`src/rtl/fifo_wr_arbiter.sv`:
```
`default_nettype none
// ============================================================================
// Module   : fifo_wr_arbiter
// Brief    : Round-robin arbiter funnelling NUM_REQ write requesters into one
//            FIFO write port, with full-aware back-pressure and drop counting.
// Revision : 1.0
// ============================================================================
module fifo_wr_arbiter #(
  parameter int NUM_REQ    = 4,
  parameter int DATA_WIDTH = 16
) (
  input  logic                          clk,
  input  logic                          rst,
  input  logic [NUM_REQ-1:0]            req,
  input  logic [NUM_REQ*DATA_WIDTH-1:0] req_data,
  input  logic                          fifo_full,
  input  logic                          fifo_almostfull,
  input  logic                          fifo_overflow,
  output logic [NUM_REQ-1:0]            gnt,
  output logic                          fifo_wr_en,
  output logic [DATA_WIDTH-1:0]         fifo_data_in,
  output logic                          stall,
  output logic [7:0]                    drop_count
);

  localparam int c_PTR_W = (NUM_REQ > 1) ? $clog2(NUM_REQ) : 1;

  typedef enum logic [1:0] {
    ST_IDLE  = 2'd0,
    ST_ARB   = 2'd1,
    ST_STALL = 2'd2
  } state_t;

  state_t                    r_state;
  state_t                    w_state_nxt;
  logic [c_PTR_W-1:0]        r_ptr;
  logic [NUM_REQ-1:0]        r_gnt;
  logic                      r_wr_en;
  logic [DATA_WIDTH-1:0]     r_data;
  logic [7:0]                r_drop;

  logic [2*NUM_REQ-1:0]      w_rot;
  logic                      w_any_req;
  logic                      w_permit;
  logic                      w_grant;
  logic [c_PTR_W-1:0]        w_ofs;
  logic [c_PTR_W:0]          w_sum;
  logic [c_PTR_W-1:0]        w_win_idx;
  logic [NUM_REQ-1:0]        w_win_oh;
  logic [DATA_WIDTH-1:0]     w_win_data;
  logic [c_PTR_W-1:0]        w_ptr_nxt;

  // Low half of w_rot is req rotated so bit k is requester (ptr+k) mod NUM_REQ;
  // the upper half only holds copies of req bits, so OR-ing it all is |req.
  assign w_rot     = {req, req} >> r_ptr;
  assign w_any_req = |w_rot;

  // The write already on the bus lands next edge, so almost-full must block.
  assign w_permit  = !fifo_full && !(fifo_almostfull && r_wr_en);
  assign w_grant   = w_permit && w_any_req;

  always_comb begin
    w_ofs = '0;
    for (int k = NUM_REQ - 1; k >= 0; k--) begin
      if (w_rot[k]) begin
        w_ofs = c_PTR_W'(k);
      end
    end
  end

  always_comb begin
    w_sum = {1'b0, r_ptr} + {1'b0, w_ofs};
    if (w_sum >= (c_PTR_W + 1)'(NUM_REQ)) begin
      w_sum = w_sum - (c_PTR_W + 1)'(NUM_REQ);
    end
  end

  assign w_win_idx = w_sum[c_PTR_W-1:0];
  assign w_win_oh  = NUM_REQ'(1) << w_win_idx;
  assign w_ptr_nxt = (w_win_idx == c_PTR_W'(NUM_REQ - 1)) ? '0 : w_win_idx + 1'b1;

  always_comb begin
    w_win_data = '0;
    for (int i = 0; i < NUM_REQ; i++) begin
      if (w_win_idx == c_PTR_W'(i)) begin
        w_win_data = req_data[i*DATA_WIDTH +: DATA_WIDTH];
      end
    end
  end

  always_ff @(posedge clk or posedge rst) begin
    if (rst) begin
      r_state <= ST_IDLE;
    end else begin
      r_state <= w_state_nxt;
    end
  end

  always_comb begin
    w_state_nxt = ST_IDLE;
    if (w_any_req) begin
      w_state_nxt = w_permit ? ST_ARB : ST_STALL;
    end
  end

  always_ff @(posedge clk or posedge rst) begin
    if (rst) begin
      r_ptr   <= '0;
      r_gnt   <= '0;
      r_wr_en <= 1'b0;
      r_data  <= '0;
    end else begin
      r_wr_en <= w_grant;
      r_gnt   <= w_grant ? w_win_oh : '0;
      if (w_grant) begin
        r_data <= w_win_data;
        r_ptr  <= w_ptr_nxt;
      end
    end
  end

  always_ff @(posedge clk or posedge rst) begin
    if (rst) begin
      r_drop <= 8'd0;
    end else if (fifo_overflow && (r_drop != 8'hFF)) begin
      r_drop <= r_drop + 8'd1;
    end
  end

  assign gnt          = r_gnt;
  assign fifo_wr_en   = r_wr_en;
  assign fifo_data_in = r_data;
  assign stall        = (r_state == ST_STALL);
  assign drop_count   = r_drop;

endmodule
`default_nettype wire

```
`config.mk`:
```
export PLATFORM = sky130hd
export DESIGN_NAME = fifo_wr_arbiter
export DESIGN_NICKNAME = d
export VERILOG_FILES = /design/src/rtl/fifo_wr_arbiter.sv
export SDC_FILE = /design/constraint.sdc
export NUM_CORES = 1
export LEC_CHECK = 0
export ABC_AREA = 1
export CAP_MARGIN = 20
export CORE_ASPECT_RATIO = 0.5
export CORE_MARGIN = 2
export CORE_UTILIZATION = 24
export DETAILED_ROUTE_END_ITERATION = 6
export GPL_TIMING_DRIVEN = 0
export HOLD_SLACK_MARGIN = 0.1
export MAX_ROUTING_LAYER = met4
export PLACE_DENSITY = 0.52
export SYNTH_ARGS = -nofsm -noshare
export SYNTH_HDL_FRONTEND = slang
export SYNTH_SLANG_ARGS = --single-unit
```
`constraint.sdc`:
```
create_clock -name clk -period 2.8 [get_ports clk]
set_input_delay 0.42 -clock clk [delete_from_list [all_inputs] [get_ports clk]]
set_output_delay 0.42 -clock clk [all_outputs]
set_load 0.02 [all_outputs]
```
Word-level counts from Yosys, hierarchy flattened
Index checks and enable logic that the tools add are counted.
Widths: inputs -> output; s select.
- mux-type cells: 13
- $add $sub $neg: 4
- reduce and logical (&&, ||, !) cells: 8
- equality and inequality tests: 5
- order comparisons: 1
- bitwise logic cells: 0
- shifts and indexed selects: 2
- div/mod/pow operators: 0
- $mul: 0
- operators by type and width (cell ; number):
    $mux 16 ; 4
    $mux 2 ; 8
    $add 8x1->8 const B ; 1
    $ne 8x8->1 const B ; 1
    $reduce_or 8->1 ; 1
    $shr 8x2->8 ; 1
    $eq 2x2->1 const B ; 3
    $logic_and 1x1->1 ; 4
    $mux 4 ; 1
    $shl 1x2->4 const A ; 1
    $add 2x2->3 ; 1
    $ge 3x3->1 const B ; 1
    $add 2x1->2 const B ; 1
    $eq 2x1->1 const B ; 1
    $logic_not 1->1 ; 2
    $logic_not 2->1 ; 1
    $sub 2x1->2 const B ; 1
- output and inout port bits: 30
- ROM bits: 0
- bits in latches: 0
- logic and storage cells: 39
- memories kept: 0
- flip-flop bits (word level): 33
- input bits: 73
- RAM bits: 0

Logic depth before layout (Yosys ltp)
Gate-level depths: netlist (run 1).
- depth in word-level cells: 13
- gate-level depth with buffers: 22

Worst setup path before layout (run 1)
No wires, ideal clock.
- kind: register to register
- from: register r_ptr[1]
- to: register r_data[4] (netlist: fifo_data_in[4])
- stages on the path, launching flop included: 20
- library setup time: 0.117 ns
- period minus slack after synthesis: 2.630 ns
- path buffers: 3
- path slack: 0.170 ns
- arrival: 2.513 ns
- data required time: 2.683 ns
- cell sequence: dfrtp_1 > buf_2 > inv_2 > nand3_1 > nand2_1 > inv_1 > a21oi_1 > nor2_1 > ha_1 > xor2_1 > nand3b_1 > nand2_1 > ha_1 > buf_2 > clkinv_1 > clkbuf_1 > o211ai_1 > nand2_1 > nand3_1 > nand2_1
- longest elaborated chain between the ends: 13
- elaborated cells between the ends (all ways): 19
- RTL lines (item ; RTL line ; text):
    from (decl) ; 36 ; logic [c_PTR_W-1:0] r_ptr;
    from (signal assigned) ; 117 ; r_ptr <= w_ptr_nxt;
    $shr 8x2->8 ; 55 ; assign w_rot = {req, req} >> r_ptr;
    $mux 2 (4 in series) ; 65 ; if (w_rot[k]) begin
    $add 2x2->3 ; 72 ; w_sum = {1'b0, r_ptr} + {1'b0, w_ofs};
    $ge 3x3->1 or $sub 2x1->2 (tied branches) ; 73, 74 ;
    $mux 2 ; 73 ; if (w_sum >= (c_PTR_W + 1)'(NUM_REQ)) begin
    $logic_not 2->1 ; 85 ; if (w_win_idx == c_PTR_W'(i)) begin
    $mux 16 (4 in series) ; 85 ;
    to (signal assigned) ; 116 ; r_data <= w_win_data;
    to (decl) ; 39 ; logic [DATA_WIDTH-1:0] r_data;
Parallel ways exist; a longest one is shown, timed or not.
A chain may end at the register's enable or synchronous reset.

Worst setup path after layout (run 1)
- from: register r_ptr[1]
- to: register r_data[1] (netlist: fifo_data_in[1])
Same word-level chain as after synthesis.

==> results.sh, run 1 <==
export IMPL_synth_area_top_cells="dfrtp_1, nand2_1, nand3_1"
export IMPL_synthTopCellsByCount="nand2_1, nand3_1, dfrtp_1"
export IMPL_slew_headroom_pct=65.7
export IMPL_synth_area_sq_um=2100
export IMPL_clock_root_buffer="clkbuf_16"
export IMPL_die_w_um=136
export IMPL_cts_made_buffers=5
export IMPL_synth_distinct_cells=22
export IMPL_gr_total_overflow=0
export IMPL_min_period_ns=2.77
export IMPL_dr_total_vias=2370
export IMPL_cts_sinks=32
export IMPL_min_path_type="in2async"
export IMPL_drc=0
export IMPL_routed_wl_mm=7.37
export IMPL_clk_path_buf_depth=2
export IMPL_grt_pass1_wl_mm=11.7
export IMPL_syn2layout_area_growth_pct=92.4
export IMPL_max_stage_delay_ns=0.47
export IMPL_worst_skew_pair_late_latency_ns=0.27
export IMPL_dp_hpwl_mm=5.36
export IMPL_required_ns=2.96
export IMPL_grt_max_degree=24
export IMPL_cts_hold_buf=0
export IMPL_synthCells=301
export IMPL_cap_violations=0
export IMPL_routedWlPerCell_um=13.4
export IMPL_yosysTopAreaCellShare_pct=38.2
export IMPL_clkTransAtPathRegs_ns=0.05
export IMPL_first_iter_violations=89
export IMPL_drtPass1Iterations=5
export IMPL_port_buffers=102
export IMPL_power_leakage_uw=0.00186
export IMPL_async_flop_share_pct=100
export IMPL_grt_pass1_vias=2260
export IMPL_fin_skew_ns=0.00750
export IMPL_core_sq_um=8590
export IMPL_path_cells="inv_2, nand3_1, nand2_2, inv_2, a21oi_2, nor2_1, ha_2, xor2_2, nand3b_1, nand2_4, ha_4, buf_6, clkinv_4, clkbuf_8, o211ai_1, nand2_1, nand3_1, nand2_1"
export IMPL_die_area_sq_um=9550
export IMPL_start_kind="register"
export IMPL_slowest_stage="dfrtp_2"
export IMPL_postRouteAntennaNets=0
export IMPL_critical_path_class="reg2reg"
export IMPL_vias_per_cell=4.32
export IMPL_synth_top_area_cell="dfrtp_1"
export IMPL_vdd_drop_max_uv=698
export IMPL_cp_top_family="simple AND/OR/NAND/NOR gates"
export IMPL_crit_path_max_fanout=10
export IMPL_fmax_ghz=0.361
export IMPL_diodes=0
export IMPL_worst_pin_slew_ns=0.514
export IMPL_start_util_pct=24.4
export IMPL_cts_tree="built"
export IMPL_cp_buffers_inverters=5
export IMPL_end_kind="register"
export IMPL_dp_slack_ns=-0.849
export IMPL_grt_total_usage_pct=15.9
export IMPL_synth_edf_count=0
export IMPL_num_rows=24
export IMPL_io_pins=103
export IMPL_drive_gt1_share_pct=22.9
export IMPL_ys_flop_type="dfrtp_1"
export IMPL_slew_violations=0
export IMPL_syn_num_nets=380
export IMPL_critPathArrivalTime_ns=2.94
export IMPL_finalNetCount=510
export IMPL_status="completed"
export IMPL_power_density_nw_per_um2=1660
export IMPL_die_h_um=70.1
export IMPL_yosys_register_bits=32
export IMPL_setup_viol=0
export IMPL_syn_area_per_cell_sq_um=6.97
export IMPL_ys_seq_area_share_pct=38.2
export IMPL_period_share_pct=99.0
export IMPL_place_congestion=0.824
export IMPL_final_util_pct=47.0
export IMPL_yosys_warnings=0
export IMPL_finalWorstSetupSlack_ns=0.0275
export IMPL_htree_levels=2
export IMPL_yosysMostFrequentCell="nand2_1"
export IMPL_antenna_found_initial=0
export IMPL_grt_setup_unrepaired="yes"
export IMPL_final_hold_viol_count=0
## worst paths after layout
kind / depth (start not counted) / startpoint / end / slack [ns]
max in group asynchronous: 3 / rst / r_ptr[0] / 1.84
min in group clk: 2 / fifo_data_in[14] / fifo_data_in[14] / 0.47
worst max register to register: 18 / r_ptr[1] / fifo_data_in[1] / 0.03
worst max-delay path: 18 / r_ptr[1] / fifo_data_in[1] / 0.03
worst min-delay path: 2 / rst / drop_count[2] / 0.47
worst min register to register: 2 / fifo_data_in[14] / fifo_data_in[14] / 0.47
## cell type report
cell class	instances	area (sq um)
fill	857	4550
multi-input combinational	229	1350
timing repair buffer	126	1270
sequential	32	803
buffer	14	168
clock buffer	7	153
tap	117	146
inverter	23	114
clock inverter	1	30.0
## layer usage
metal | vias to the layer above | global-route usage [%] | wire length [um]
li1 | 1236 | - | -
met1 | 1094 | 22.7 | 3770
met2 | 38 | 24.3 | 3430
met3 | 2 | 2.03 | 153
met4 | 0 | 3.13 | 25
met5 | - | - | 0
## placed cells by master (no fill, tap or decap), types with 2 or more instances in the layout
cell type / instances
clkinv_4: 2
inv_1: 16
buf_4: 18
nor2_1: 12
o21ai_0: 2
nand2_2: 9
ha_1: 2
dfrtp_2: 2
clkdlybuf4s50_1: 98
a21oi_1: 9
xnor2_1: 3
buf_8: 4
ha_4: 3
buf_6: 6
nand2_4: 3
a21oi_2: 8
inv_2: 2
a21oi_4: 2
dlygate4sd2_1: 4
dfrtp_1: 30
nand3_1: 26
clkbuf_8: 5
nor2_4: 2
inv_4: 2
xor2_1: 4
nand3_2: 14
o211ai_1: 16
nand2_1: 108
clkbuf_16: 8
## kinds of logic after synthesis
family	share of synthesized area [%]
adder cells (fa/ha/maj)	3.58
AO/OA/AOI/OAI	10.7
flip-flops	38.2
XOR/XNOR	3.34
buffers and inverters	8.35
AND/OR/NAND/NOR	35.8
## per-stage QoR
| step | total power, uW | setup TNS [ns] | hold WS, ns | instances | cell area, sq um |
|---|---|---|---|---|---|
| after floorplan | 3240 | 0 | 0.536 | 301 | 2100 |
| after global placement | 4430 | -12.43 | 0.456 | 520 | 3270 |
| after detailed placement | 4440 | -12.99 | 0.463 | 521 | 3290 |
| after CTS | 5950 | 0 | 0.479 | 542 | 3740 |
| after global routing | 7290 | -2.42 | 0.485 | 549 | 4040 |
| final | 6710 | 0 | 0.470 | 549 | 4040 |
## state kept, by name, summed over array words and instances, names as in the netlist
signal,count
drop_count,8
fifo_data_in,16
gnt,4
r_ptr,2
r_state,2
## what timing repair did
action                     in CTS  in global routing
pin swaps                      16                 58
setup endpoints to repair      21                 22
setup buffers                  13                  7
gates cloned                    1                  2
gates resized for setup        52                 50
## where the power goes
part	total [uW]	switching (uW)	internal [uW]	leakage, uW
logic	5230	2790	2430	0.00136
registers	824	153	672	0.000404
clock network	657	189	468	0.0000901
Note: power is estimated with default switching activity, not from simulation.
==> run 2: changes to the inputs <==
Settings changed: CAP_MARGIN 20 to unset, CTS_BUF_LIST set to sky130_fd_sc_hd__clkbuf_8.
==> run 2 against run 1 <==
Hold slack got worse by 0.079 ns. Largest cell class unchanged. Sequential share of layout area rose by 0.15 points. Routed wire length rose by 2.8%. Final area fell by 0.74%.
==> results.sh, run 2 (same netlist as run 1, synthesis figures left out) <==
export IMPL_p_switching_uw=3070
export IMPL_grt_pass1_wl_mm=11.8
export IMPL_clock_root_buffer="clkbuf_8"
export IMPL_start_util_pct=24.4
export IMPL_worst_pin_slew_ns=0.489
export IMPL_status="completed"
export IMPL_drc=0
export IMPL_dp_hpwl_mm=5.30
export IMPL_finalNetCount=519
export IMPL_final_cell_mix="nand2_1, clkdlybuf4s50_1, nand3_1, dfrtp_1, buf_4"
export IMPL_worst_skew_pair_late_latency_ns=0.28
export IMPL_critPathArrivalTime_ns=2.90
export IMPL_port_buffers=102
export IMPL_regToRegSetupSlack_ns=0.08
export IMPL_p_seq_share_pct=12.6
export IMPL_power_density_nw_per_um2=1620
export IMPL_cts_tree="built"
export IMPL_io_pins=103
export IMPL_gr_total_overflow=0
export IMPL_power_leakage_uw=0.00187
export IMPL_final_hold_viol_count=0
export IMPL_drive_gt1_share_pct=23.6
export IMPL_dr_total_vias=2427
export IMPL_critical_path_class="reg2reg"
export IMPL_slew_violations=0
export IMPL_diodes=0
export IMPL_finalWorstSetupSlack_ns=0.0764
export IMPL_fin_skew_ns=0.00906
export IMPL_cts_hold_buf=0
export IMPL_r2r_start="r_ptr[0]"
export IMPL_required_ns=2.97
export IMPL_p_sw_share_pct=47.1
export IMPL_cts_sinks=32
export IMPL_cp_startpoint="r_ptr[0]"
export IMPL_vias_per_cell=4.35
export IMPL_setup_viol=0
export IMPL_routed_wl_mm=7.57
export IMPL_num_rows=24
export IMPL_core_sq_um=8590
export IMPL_cp_endpoint="fifo_data_in[12]"
export IMPL_min_period_ns=2.72
export IMPL_min_path_type="in2async"
export IMPL_grt_max_degree=33
export IMPL_die_w_um=136
export IMPL_vdd_drop_max_uv=668
export IMPL_grt_setup_unrepaired="yes"
export IMPL_die_area_sq_um=9550
export IMPL_postRouteAntennaNets=0
export IMPL_post_route_cell_area_sq_um=4010
export IMPL_cts_made_buffers=5
export IMPL_final_common_cell="nand2_1"
export IMPL_combPwrFrac_pct=79.9
export IMPL_grt_total_usage_pct=16.0
export IMPL_routedWlPerCell_um=13.6
export IMPL_clk_path_buf_depth=2
export IMPL_postPlaceCellArea_sq_um=3270
export IMPL_r2r_end="fifo_data_in[12]"
export IMPL_grt_pass1_vias=2331
export IMPL_dp_slack_ns=-0.846
export IMPL_place_congestion=0.824
export IMPL_htree_levels=2
export IMPL_antenna_found_initial=0
export IMPL_period_share_pct=97.3
export IMPL_fmax_ghz=0.367
export IMPL_rr_worst_depth=18
export IMPL_largest_reg_flops=16
export IMPL_crit_path_max_fanout=10
export IMPL_end_kind="register"
export IMPL_die_h_um=70.1
export IMPL_syn2layout_area_growth_pct=90.9
export IMPL_start_kind="register"
export IMPL_clkTransAtPathRegs_ns=0.07
export IMPL_p_clk_share_pct=7.5
export IMPL_first_iter_violations=109
export IMPL_drtPass1Iterations=4
export IMPL_slew_headroom_pct=67.4
export IMPL_cap_violations=0
export IMPL_internal_power_uw=3440
==> run 2: cell count changes in the layout (fill, tap and decap cells not counted), moves of 2 or more <==
cell       delta
clkbuf_16     -5
nand2_1       -2
clkbuf_8      +4
nand3_1       +5
buf_4         +9
nand3_2       -4
nand2_2       +2
a21oi_4       -2
==> run 2: power by group through the flow <==
stage	Clock (uW)	Sequential [uW]	Combinational [uW]
after floorplan	0	996	2250
after detailed placement	0	812	3630
after global routing	521	846	5670
after CTS	504	804	4630
final	486	821	5200
after global placement	0	813	3620
==> run 2: area by class of cell <==
class / instances / area [sq um]
Inverter: 23 / 114
Clock inverter: 1 / 30.0
Timing Repair Buffer: 135 / 1350
Multi-Input combinational cell: 229 / 1300
Fill cell: 858 / 4580
Sequential cell: 32 / 803
Buffer: 14 / 169
Tap cell: 117 / 146
Clock buffer: 7 / 96.3
==> run 2: what timing repair did <==
action | CTS | global route
endpoints found under the hold margin | 0 | 0
pin swaps | 17 | 46
gates resized for setup | 51 | 45
buffers inserted | 20 | 8
endpoints found under the setup margin | 21 | 23
gates cloned | 2 | 2
==> run 2: worst min-delay path by stage <==
stage,from,end,slack [ns],cells past startpoint
3_5_place_dp,fifo_data_in[6],fifo_data_in[6],0.46,2
6_report,rst,drop_count[2],0.39,2
4_1_cts,fifo_data_in[6],fifo_data_in[6],0.48,2
3_3_place_gp,fifo_data_in[14],fifo_data_in[14],0.46,2
5_1_grt,rst,drop_count[2],0.39,2
2_1_floorplan,rst,drop_count[0],0.54,1
==> run 2: stage by stage <==
| stage | instances | power [uW] | hold WS [ns] | util [%] | TNS, ns |
|---|---|---|---|---|---|
| after floorplan | 301 | 3240 | 0.536 | - | 0 |
| after global placement | 520 | 4430 | 0.456 | 38.0 | -12.43 |
| after detailed placement | 520 | 4440 | 0.461 | 38.0 | -13.04 |
| after CTS | 549 | 5940 | 0.479 | 43.2 | 0 |
| after global routing | 558 | 7030 | 0.394 | 46.6 | -1.02 |
| final | 558 | 6500 | 0.391 | 46.6 | 0 |
==> run 2: routing by layer <==
metal / up-vias / share of wire [%] / global-route usage (%) / wire length (um)
li1: 1253 / - / - / -
met1: 1129 / 50 / 22.6 / 3800
met2: 41 / 47 / 25.1 / 3540
met3: 4 / 2.6 / 2.03 / 194
met4: 0 / 0.58 / 2.43 / 44
met5: - / 0 / - / 0
==> run 2: critical path: stages, from the launching register on <==
cell and delay [ns]:
dfrtp_2 0.46, nand2_1 0.13, nand3_1 0.09, nand2_2 0.09
inv_2 0.05, a21oi_2 0.13, nor2_2 0.05, ha_2 0.17
xor2_1 0.15, nand3b_1 0.21, nand2_4 0.14, ha_4 0.14
buf_6 0.12, clkinv_4 0.08, buf_8 0.15, o211ai_1 0.23
nand2_1 0.11, nand3_2 0.07, nand2_2 0.04
==> run 3: changes to the inputs <==
Settings changed: CORE_ASPECT_RATIO 0.5 to 1.2.
==> run 3 against run 2 <==
Final area is 5.4% lower. Global-route usage down 1.0 points. Combinational power fell by 5.8%. Die area is 0.44% lower. Largest power group unchanged.
==> results.sh, run 3 (same netlist as run 1, synthesis figures left out) <==
export IMPL_status="completed"
export IMPL_drc=0
export IMPL_syn2layout_area_growth_pct=80.6
export IMPL_core_sq_um=8520
export IMPL_cts_sinks=32
export IMPL_drive_gt1_share_pct=21.8
export IMPL_num_fill_cells=889
export IMPL_critPathArrivalTime_ns=2.97
export IMPL_gr_total_overflow=0
export IMPL_grt_setup_unrepaired="yes"
export IMPL_grt_max_degree=33
export IMPL_cpMostUsedCell="nand2_2"
export IMPL_power_leakage_uw=0.00175
export IMPL_final_common_cell="nand2_1"
export IMPL_fin_skew_ns=0.0111
export IMPL_cts_made_buffers=5
export IMPL_cap_violations=0
export IMPL_grt_pass1_vias=2313
export IMPL_drtPass1Iterations=6
export IMPL_largest_reg_flops=16
export IMPL_end_kind="register"
export IMPL_slew_headroom_pct=53.9
export IMPL_antenna_found_initial=0
export IMPL_dp_hpwl_mm=5.21
export IMPL_htree_levels=2
export IMPL_worst_skew_pair_late_latency_ns=0.29
export IMPL_dr_total_vias=2356
export IMPL_slowest_stage="dfrtp_2"
export IMPL_postPlaceCellArea_sq_um=3270
export IMPL_place_congestion=0.778
export IMPL_worst_pin_slew_ns=0.691
export IMPL_grt_pass1_wl_mm=11.0
export IMPL_die_h_um=106
export IMPL_post_route_cell_area_sq_um=3790
export IMPL_fmax_ghz=0.360
export IMPL_cp_top_family="simple AND/OR/NAND/NOR gates"
export IMPL_first_iter_violations=49
export IMPL_crit_path_max_fanout=7
export IMPL_clock_root_buffer="clkbuf_8"
export IMPL_final_hold_viol_count=0
export IMPL_period_share_pct=99.3
export IMPL_num_rows=37
export IMPL_cts_tree="built"
export IMPL_final_cell_mix="nand2_1, clkdlybuf4s50_1, dfrtp_1, nand3_1"
export IMPL_clkTransAtPathRegs_ns=0.07
export IMPL_finalNetCount=500
export IMPL_critical_path_class="reg2reg"
export IMPL_power_density_nw_per_um2=1610
export IMPL_start_kind="register"
export IMPL_required_ns=2.98
export IMPL_min_path_type="reg2reg"
export IMPL_dp_slack_ns=-0.694
export IMPL_port_buffers=102
export IMPL_vias_per_cell=4.37
export IMPL_tns_ns=0
export IMPL_diodes=0
export IMPL_start_util_pct=24.6
export IMPL_vdd_drop_max_uv=801
export IMPL_die_w_um=89.4
export IMPL_finalWorstSetupSlack_ns=0.0185
export IMPL_cp_buffers_inverters=5
export IMPL_routed_wl_mm=7.01
export IMPL_io_pins=103
export IMPL_max_stage_delay_ns=0.47
export IMPL_routedWlPerCell_um=13.0
export IMPL_setup_viol=0
export IMPL_die_area_sq_um=9510
export IMPL_clk_path_buf_depth=2
export IMPL_postRouteAntennaNets=0
export IMPL_slew_violations=0
export IMPL_min_period_ns=2.78
export IMPL_grt_total_usage_pct=15.0
export IMPL_path_cells="inv_4, nand2_2, nand2_2, nand2_2, nand2_2, a21oi_2, nor2_1, ha_2, xor2_2, nand3b_1, nand2_2, inv_4, ha_4, buf_8, clkinv_8, clkbuf_16, nand3_1, nand2_1, o211ai_1, nand2_1, nand3_1, nand2_1"
-- run 3: cell types whose count changed in the layout (fill, tap and decap cells not counted), sizes merged --
cell	before	now
buf	40	22
clkbuf	14	12
inv	19	21
bufinv	1	0
clkinv	4	3
clkinvlp	0	1
dlygate4sd2	4	3
dlymetal6s2s	0	1
-- run 3: stage by stage --
stage	hold slack [ns]	std cells	utilization, %	total power, uW
2_1_floorplan	0.536	301	-	3240
3_3_place_gp	0.456	520	38.3	4270
3_5_place_dp	0.462	520	38.3	4310
4_1_cts	0.480	530	41.2	5280
5_1_grt	0.497	539	44.5	6660
6_report	0.472	539	44.5	6090
-- run 3: path summary, 6_finish.rpt --
kind                               endpoint  cells after the start            start  slack, ns
max                        fifo_data_in[13]                     22         r_ptr[0]       0.02
min                         fifo_data_in[2]                      2  fifo_data_in[2]       0.47
max reg2reg                fifo_data_in[13]                     22         r_ptr[0]       0.02
min reg2reg                 fifo_data_in[2]                      2  fifo_data_in[2]       0.47
max in group asynchronous          r_ptr[0]                      2              rst       1.75
min in group asynchronous            gnt[3]                      2              rst       0.56
-- run 3: timing repair --
item                                   4_1_cts  5_1_grt
endpoints found under the hold margin        0        0
setup endpoints to repair                   19       16
pin swaps                                   14       26
hold buffers                                 0        0
buffers inserted                             1        8
gates resized for setup                     49       48
cloned                                       2        1
-- run 3: worst reg2reg max path, stage by stage, from the launching register on --
cell       delay [ns]
dfrtp_2          0.47
inv_4            0.11
nand2_2          0.05
nand2_2          0.07
nand2_2          0.05
nand2_2          0.10
a21oi_2          0.06
nor2_1           0.11
ha_2             0.20
xor2_2           0.15
nand3b_1         0.14
nand2_2          0.12
inv_4            0.10
ha_4             0.14
buf_8            0.14
clkinv_8         0.08
clkbuf_16        0.16
nand3_1          0.06
nand2_1          0.06
o211ai_1         0.10
nand2_1          0.08
nand3_1          0.10
nand2_1          0.05
-- run 3: area by class of cell --
type	instances	area (sq um)	area share, %
multi-input combinational	229	1320	34.7
inverter	23	116	3.07
sequential	32	802	21.2
clock buffer	6	82.6	2.18
buffer	16	159	4.19
timing repair buffer	114	1160	30.5
clock inverter	2	11.3	0.297
tap	117	146	3.86
-- run 3: report_power, final --
part | internal, uW | switching [uW] | total, uW
clock network | 196 | 182 | 379
logic | 2270 | 2630 | 4900
registers | 669 | 137 | 806
total | 3140 | 2950 | 6090
-- run 3: per-layer routing --
metal / wire (um) / track usage [%]
met1: 3070 / 19.1
met2: 3560 / 24.3
met3: 292 / 2.25
met4: 85 / 4.37
met5: 0 / -
